### config.mk
export PLATFORM = sky130hd
export DESIGN_NAME = ab_stimulus_gen
export DESIGN_NICKNAME = d
export VERILOG_FILES = /design/src/rtl/ab_stimulus_gen.sv
export SDC_FILE = /design/constraint.sdc
export NUM_CORES = 1
export LEC_CHECK = 0
export BUFFER_PORTS_ARGS = -buffer_cell sky130_fd_sc_hd__buf_2
export CAP_MARGIN = 20
export CORE_UTILIZATION = 40
export CTS_CLUSTER_SIZE = 30
export DETAILED_ROUTE_END_ITERATION = 10
export SLEW_MARGIN = 20
export SYNTH_ARGS = -nofsm -noshare
export SYNTH_HDL_FRONTEND = slang
export SYNTH_SLANG_ARGS = --single-unit
### constraint.sdc
create_clock -name clk -period 2.2 [get_ports clk]
set_input_delay 0 -clock clk [delete_from_list [all_inputs] [get_ports clk]]
set_output_delay 0 -clock clk [all_outputs]
set_load 0.005 [all_outputs]
### src/rtl/ab_stimulus_gen.sv
// Clocked a/b stimulus source: emits NUM_VEC {a,b} vectors over valid/ready per start pulse.
// Optional LFSR pattern for mode 2 is built only when AB_GEN_LFSR_EN is defined.
module ab_stimulus_gen #(
    parameter int         NUM_VEC = 8,
    parameter logic [3:0] SEED    = 4'hA
) (
    input  logic       clk,
    input  logic       rst,
    input  logic       start,
    input  logic [1:0] mode,
    input  logic       out_ready,
    output logic       out_valid,
    output logic       a,
    output logic       b,
    output logic [7:0] vec_idx,
    output logic       busy,
    output logic       done
);

    localparam logic [1:0] S_IDLE = 2'd0;
    localparam logic [1:0] S_RUN  = 2'd1;
    localparam logic [1:0] S_DONE = 2'd2;
    localparam logic [7:0] LAST   = 8'(NUM_VEC - 1);

    logic [1:0] r_state;
    logic [1:0] r_mode;
    logic [7:0] r_idx;
    logic       r_valid;
    logic       r_a;
    logic       r_b;
    logic       r_busy;
    logic       r_done;

    logic       w_xfer;
    logic [7:0] w_idx_nxt;
    logic [1:0] w_rnd_first;
    logic [1:0] w_rnd_step;

    // rnd carries the mode-2 bits for the vector about to be presented
    function automatic logic [1:0] f_vec(input logic [1:0] m, input logic [1:0] idx,
                                         input logic [1:0] rnd);
        case (m)
            2'd1:    f_vec = idx[0] ? 2'b01 : 2'b10;
            2'd2:    f_vec = rnd;
            2'd3:    f_vec = 2'b11;
            default: f_vec = idx;
        endcase
    endfunction

    assign w_xfer    = r_valid && out_ready;
    assign w_idx_nxt = r_idx + 8'd1;

`ifdef AB_GEN_LFSR_EN
    logic [3:0] r_lfsr;
    logic [3:0] w_lfsr_nxt;

    assign w_lfsr_nxt  = {r_lfsr[2:0], r_lfsr[3] ^ r_lfsr[2]};
    assign w_rnd_first = SEED[1:0];
    assign w_rnd_step  = w_lfsr_nxt[1:0];

    always_ff @(posedge clk) begin
        if (rst) begin
            r_lfsr <= SEED;
        end else if (r_state == S_IDLE && start) begin
            r_lfsr <= SEED;
        end else if (r_state == S_RUN && w_xfer) begin
            r_lfsr <= w_lfsr_nxt;
        end
    end
`else
    assign w_rnd_first = 2'b00;
    assign w_rnd_step  = w_idx_nxt[1:0];
`endif

    always_ff @(posedge clk) begin
        if (rst) begin
            r_state <= S_IDLE;
            r_mode  <= 2'd0;
            r_idx   <= 8'd0;
            r_valid <= 1'b0;
            r_a     <= 1'b0;
            r_b     <= 1'b0;
            r_busy  <= 1'b0;
            r_done  <= 1'b0;
        end else begin
            case (r_state)
                S_IDLE: begin
                    r_done <= 1'b0;
                    if (start) begin
                        r_state    <= S_RUN;
                        r_mode     <= mode;
                        r_idx      <= 8'd0;
                        r_valid    <= 1'b1;
                        r_busy     <= 1'b1;
                        {r_a, r_b} <= f_vec(mode, 2'b00, w_rnd_first);
                    end
                end
                S_RUN: begin
                    if (w_xfer) begin
                        if (r_idx == LAST) begin
                            r_state <= S_DONE;
                            r_valid <= 1'b0;
                            r_done  <= 1'b1;
                        end else begin
                            r_idx      <= w_idx_nxt;
                            {r_a, r_b} <= f_vec(r_mode, w_idx_nxt[1:0], w_rnd_step);
                        end
                    end
                end
                S_DONE: begin
                    r_state <= S_IDLE;
                    r_done  <= 1'b0;
                    r_busy  <= 1'b0;
                end
                default: r_state <= S_IDLE;
            endcase
        end
    end

    assign out_valid = r_valid;
    assign a         = r_a;
    assign b         = r_b;
    assign vec_idx   = r_idx;
    assign busy      = r_busy;
    assign done      = r_done;

endmodule

==> results of run 1 <==
-- flip-flops by register name (all words and copies together), names as in the netlist --
| name | cells |
|---|---|
| a | 1 |
| b | 1 |
| busy | 1 |
| done | 1 |
| out_valid | 1 |
| r_mode | 2 |
| r_state | 2 |
| vec_idx | 8 |
-- where the power goes --
| part | internal (mW) | total (mW) | switching (mW) |
|---|---|---|---|
| Sequential | 0.319 | 0.329 | 0.00986 |
| Combinational | 0.0297 | 0.0666 | 0.0369 |
| Clock | 0.0677 | 0.175 | 0.108 |
-- final timing paths --
kind,depth (start not counted),slack [ps],end,start
max,5,360,b,vec_idx[0]
min,3,30,busy,start
max reg2reg,5,360,b,vec_idx[0]
min reg2reg,2,490,r_mode[1],r_mode[1]
-- cell type report --
class	count	area (µm²)	share of cell area
multi-input combinational	71	498	0.481
sequential	17	340	0.329
timing repair buffer	21	118	0.114
tap	27	33.8	0.0326
clock buffer	3	22.5	0.0217
inverter	5	18.8	0.0181
clock inverter	1	5.00	0.00483
-- metrics by stage --
stage	std cells	hold slack, ps	util	worst slack (ps)
CTS	145	27.6	0.518	366
floorplan	95	136	-	542
finish	145	30.6	0.518	359
global placement	139	269	0.494	477
global route	145	36.9	0.518	212
detailed placement	139	276	0.494	389
-- logic make-up after synthesis --
family                     count (synthesis)  share of synthesized area
AOI/OAI and AO/OA                         29                      0.245
adders and majority gates                  1                     0.0145
buffers and inverters                      7                     0.0304
DFF                                       17                      0.394
muxes                                      2                     0.0246
and+or+nand+nor                           39                      0.292
-- critical path, stage by stage, from the launching register on --
cell and delay, ps:
dfxtp_1 490, ha_1 300, nor4b_4 310, a21oi_2 160
or2_1 280, o211a_1 210
-- synthesized netlist by cell type (all sizes together), types with 2 or more instances --
cell type and number:
nand4 5, a21oi 10, a211oi 4, inv 5
nand2 9, nand3b 2, o21ai 4, o21a 2
o211a 2, nand3 5, dfxtp 17, nor3 3
nor2 3, nor3b 3
-- metal layers --
layer	GRT usage	vias up	wire (µm)
met5	0	-	0
met4	0.127	0	68
met3	0.0314	8	90
met2	0.282	26	821
met1	0.254	368	985
li1	-	407	-
==> impl_metrics.tcl, run 1 <==
set metrics [dict create \
    finalCriticalPeriod_ps 1840 \
    rsz0062_at_grt "no" \
    grt_pass1_wl_mm 3.44 \
    vias 809 \
    arrival_ps 2040 \
    ir_drop_mv 0.305 \
    cts_buffer_depth 2 \
    wl_per_cell_um 13.6 \
    final_cell_mix "18 x buf_2, 17 x dfxtp_1, 9 x nand2_1, 9 x a21oi_1" \
    dp_hpwl_mm 1.38 \
    grt.total_usage 0.190 \
    maxCapViolCount 0 \
    fillers 204 \
    crit_type "reg -> reg" \
    period_share 0.837 \
    io_pins 19 \
    via_per_inst 5.58 \
    synthCells 95 \
    finalSetupViolCount 0 \
    start_kind "register" \
    synth_area_um2 865 \
    grt_start_max_net_pins 13 \
    diodes 0 \
    clk_pin_slew_ps 110 \
    synth_top_area_cell "dfxtp_1" \
    synth_edf_count 0 \
    core_um2 2000 \
    fin_worst_skew_ps 6.55 \
    grt_pass1_vias 767 \
    cts.sinks 17 \
    antenna_found_initial 0 \
    drc 0 \
    routed_wl_mm 1.97 \
    design_area_um2 1040 \
    placed_area_um2 988 \
    postCtsSetupBuffers 0 \
    synth_nets 102 \
    layout.nets 126 \
    worst_slew_pin_slew_ps 388 \
    max_freq_mhz 543 \
    synth_top_area_frac 0.394 \
    synth_ff_type "dfxtp_1" \
    htree_levels 1 \
    post_cts_resized 0 \
    drtPass1Iterations 4 \
    slew_viol_final 0 \
    numCtsBuffers 3 \
    drtAntennaViolNets 0 \
    max_slew_margin 0.741 \
    die_area_um2 2350 \
    cts_tree "done" \
    row_count 16 \
    p_total_mw 0.570 \
    yosysWarnings 0 \
    die_h_um 48.5 \
    syn2layout_area_growth_pct 19.8 \
    fin_tns_setup_ps 0 \
    gp_congestion 0.924 \
    synth.distinct_cells 40 \
    hold_buffers 2 \
    p_leak_nw 0.428 \
    yosys-top-cells-area "dfxtp_1 39%, a21oi_1 5.2%, nand2_1 3.9%, nand4_1 3.6%, a211oi_2 2.9%" \
    path_max_fanout 8 \
    syn_area_per_cell_um2 9.10 \
    hp-class "in -> reg" \
    hold_viol 0 \
    async_reset_ff_frac 0 \
    start_util 0.432 \
    status "complete, no violations" \
    root_buffer "clkbuf_4" \
    critical_path_required_ps 2400 \
    grt_overflow 0 \
    drtIter0Drc 18 \
    seq_area_frac_synth 0.394 \
    drive_gt1_frac 0.271 \
    power_density_nw_per_um2 551 \
    ys_ff_latch 17 \
    clk_latency_ps 300 \
    die_x_um 48.5 \
    portBuffers 18 \
    mostFrequentLayoutCell "buf_2" \
    endpoint_kind "register" \
]
(Power assumes the default switching activity.)
==> inputs of run 2 (changes only) <==
==> constraint.sdc (replaced) <==
create_clock -name clk -period 1.85 [get_ports clk]
set_input_delay 0 -clock clk [delete_from_list [all_inputs] [get_ports clk]]
set_output_delay 0 -clock clk [all_outputs]
set_load 0.005 [all_outputs]
==> impl_metrics.tcl, run 2 (same netlist as run 1, synthesis figures left out) <==
set metrics [dict create \
    status "complete, no violations" \
    fin_tns_setup_ps 0 \
    fin_ws_ps 174 \
    cts_tree "done" \
    fin_worst_skew_ps 2.47 \
    path_max_fanout 7 \
    fillers 202 \
    die_x_um 48.5 \
    syn2layout_area_growth_pct 22.3 \
    max_slew_margin 0.728 \
    cp-startpoint "vec_idx[0]" \
    antenna_found_initial 0 \
    grt_start_max_net_pins 13 \
    p_leak_nw 0.441 \
    ir_drop_mv 0.380 \
    max_freq_mhz 597 \
    maxCapViolCount 0 \
    drtIter0Drc 15 \
    r2r_start "vec_idx[0]" \
    endpoint_kind "register" \
    numCtsBuffers 3 \
    power_density_nw_per_um2 635 \
    crit_family "simple AND/OR/NAND/NOR gates" \
    diodes 0 \
    crit_chain "ha_1, nor4b_4, a21oi_2, or2_1, o211a_1" \
    ff_latch_area_um2 340 \
    p_total_mw 0.671 \
    min-delay-start "rst" \
    crit_buf_inv 0 \
    drtAntennaViolNets 0 \
    layout.nets 129 \
    largest_reg_flops 8 \
    rsz0062_at_grt "no" \
    vias 824 \
    multiInputGateArea_um2 498 \
    cts_buffer_depth 2 \
    crit_type "reg -> reg" \
    start_kind "register" \
    whs_ps 35.2 \
    die_h_um 48.5 \
    drive_gt1_frac 0.281 \
    finalCriticalPeriod_ps 1680 \
    grt_pass1_wl_mm 3.61 \
    clk_latency_ps 290 \
    finalSetupViolCount 0 \
    critical_path_required_ps 2040 \
    portBuffers 18 \
    drtPass1Iterations 4 \
    io_pins 19 \
    dp_hpwl_mm 1.43 \
    hp-class "in -> reg" \
    cp_slowest_cell "dfxtp_1" \
    grt.total_usage 0.201 \
    wl_per_cell_um 13.7 \
    post_cts_resized 0 \
    htree_levels 1 \
    cts.sinks 17 \
    via_per_inst 5.57 \
    root_buffer "clkbuf_4" \
    mostFrequentLayoutCell "buf_2" \
    grt_overflow 0 \
    clk_pin_slew_ps 100 \
    routed_wl_mm 2.03 \
    row_count 16 \
    final_cell_mix "18 x buf_2, 17 x dfxtp_1, 9 x nand2_1, 9 x a21oi_1" \
    arrival_ps 1870 \
    worst_slew_pin_slew_ps 408 \
    slew_viol_final 0 \
    period_share 0.906 \
    pre_cts_ws_ps 213 \
    max_stage_delay_ps 350 \
    hold_viol 0 \
    drc 0 \
    grt_pass1_vias 816 \
    die_area_um2 2350 \
    core_um2 2000 \
    start_util 0.432 \
    gp_congestion 0.873 \
]
-- run 2: cell type report --
class	instances	area share
sequential	17	0.322
multi-input combinational	71	0.471
inverter	5	0.0178
timing repair buffer	24	0.133
tap	27	0.0320
clock buffer	4	0.0249
-- run 2: stage by stage --
step	instances	cell area [µm²]	utilization
floorplan	95	865	-
global placement	142	1010	0.505
detailed placement	142	1010	0.505
CTS	148	1060	0.528
global route	148	1060	0.528
finish	148	1060	0.528
-- run 2: final timing paths --
check                                   to  slack (ps)  cells past startpoint
worst max register to register           b         170                      5
worst min-delay path            vec_idx[4]          40                      2
worst min register to register   r_mode[1]         480                      2
worst max-delay path                     b         170                      5
-- run 2: metal layers --
layer	wire length (µm)	vias up	GRT usage	share of wire
li1	-	411	-	-
met1	967	382	0.230	0.48
met2	921	27	0.350	0.45
met3	104	4	0.0597	0.051
met4	37	0	0.0784	0.018
met5	0	-	0	0
-- run 2: where the power goes --
part	total, mW	internal (mW)	switching [mW]	leakage (nW)
Combinational	0.0807	0.0359	0.0447	0.288
Sequential	0.390	0.379	0.0112	0.139
Clock	0.200	0.0838	0.116	0.0150
-- run 2: repair_timing --
| item | in CTS | in global routing |
|---|---|---|
| buffers inserted | 0 | 0 |
| hold endpoints to repair | 2 | 0 |
| hold buffers | 2 | 0 |
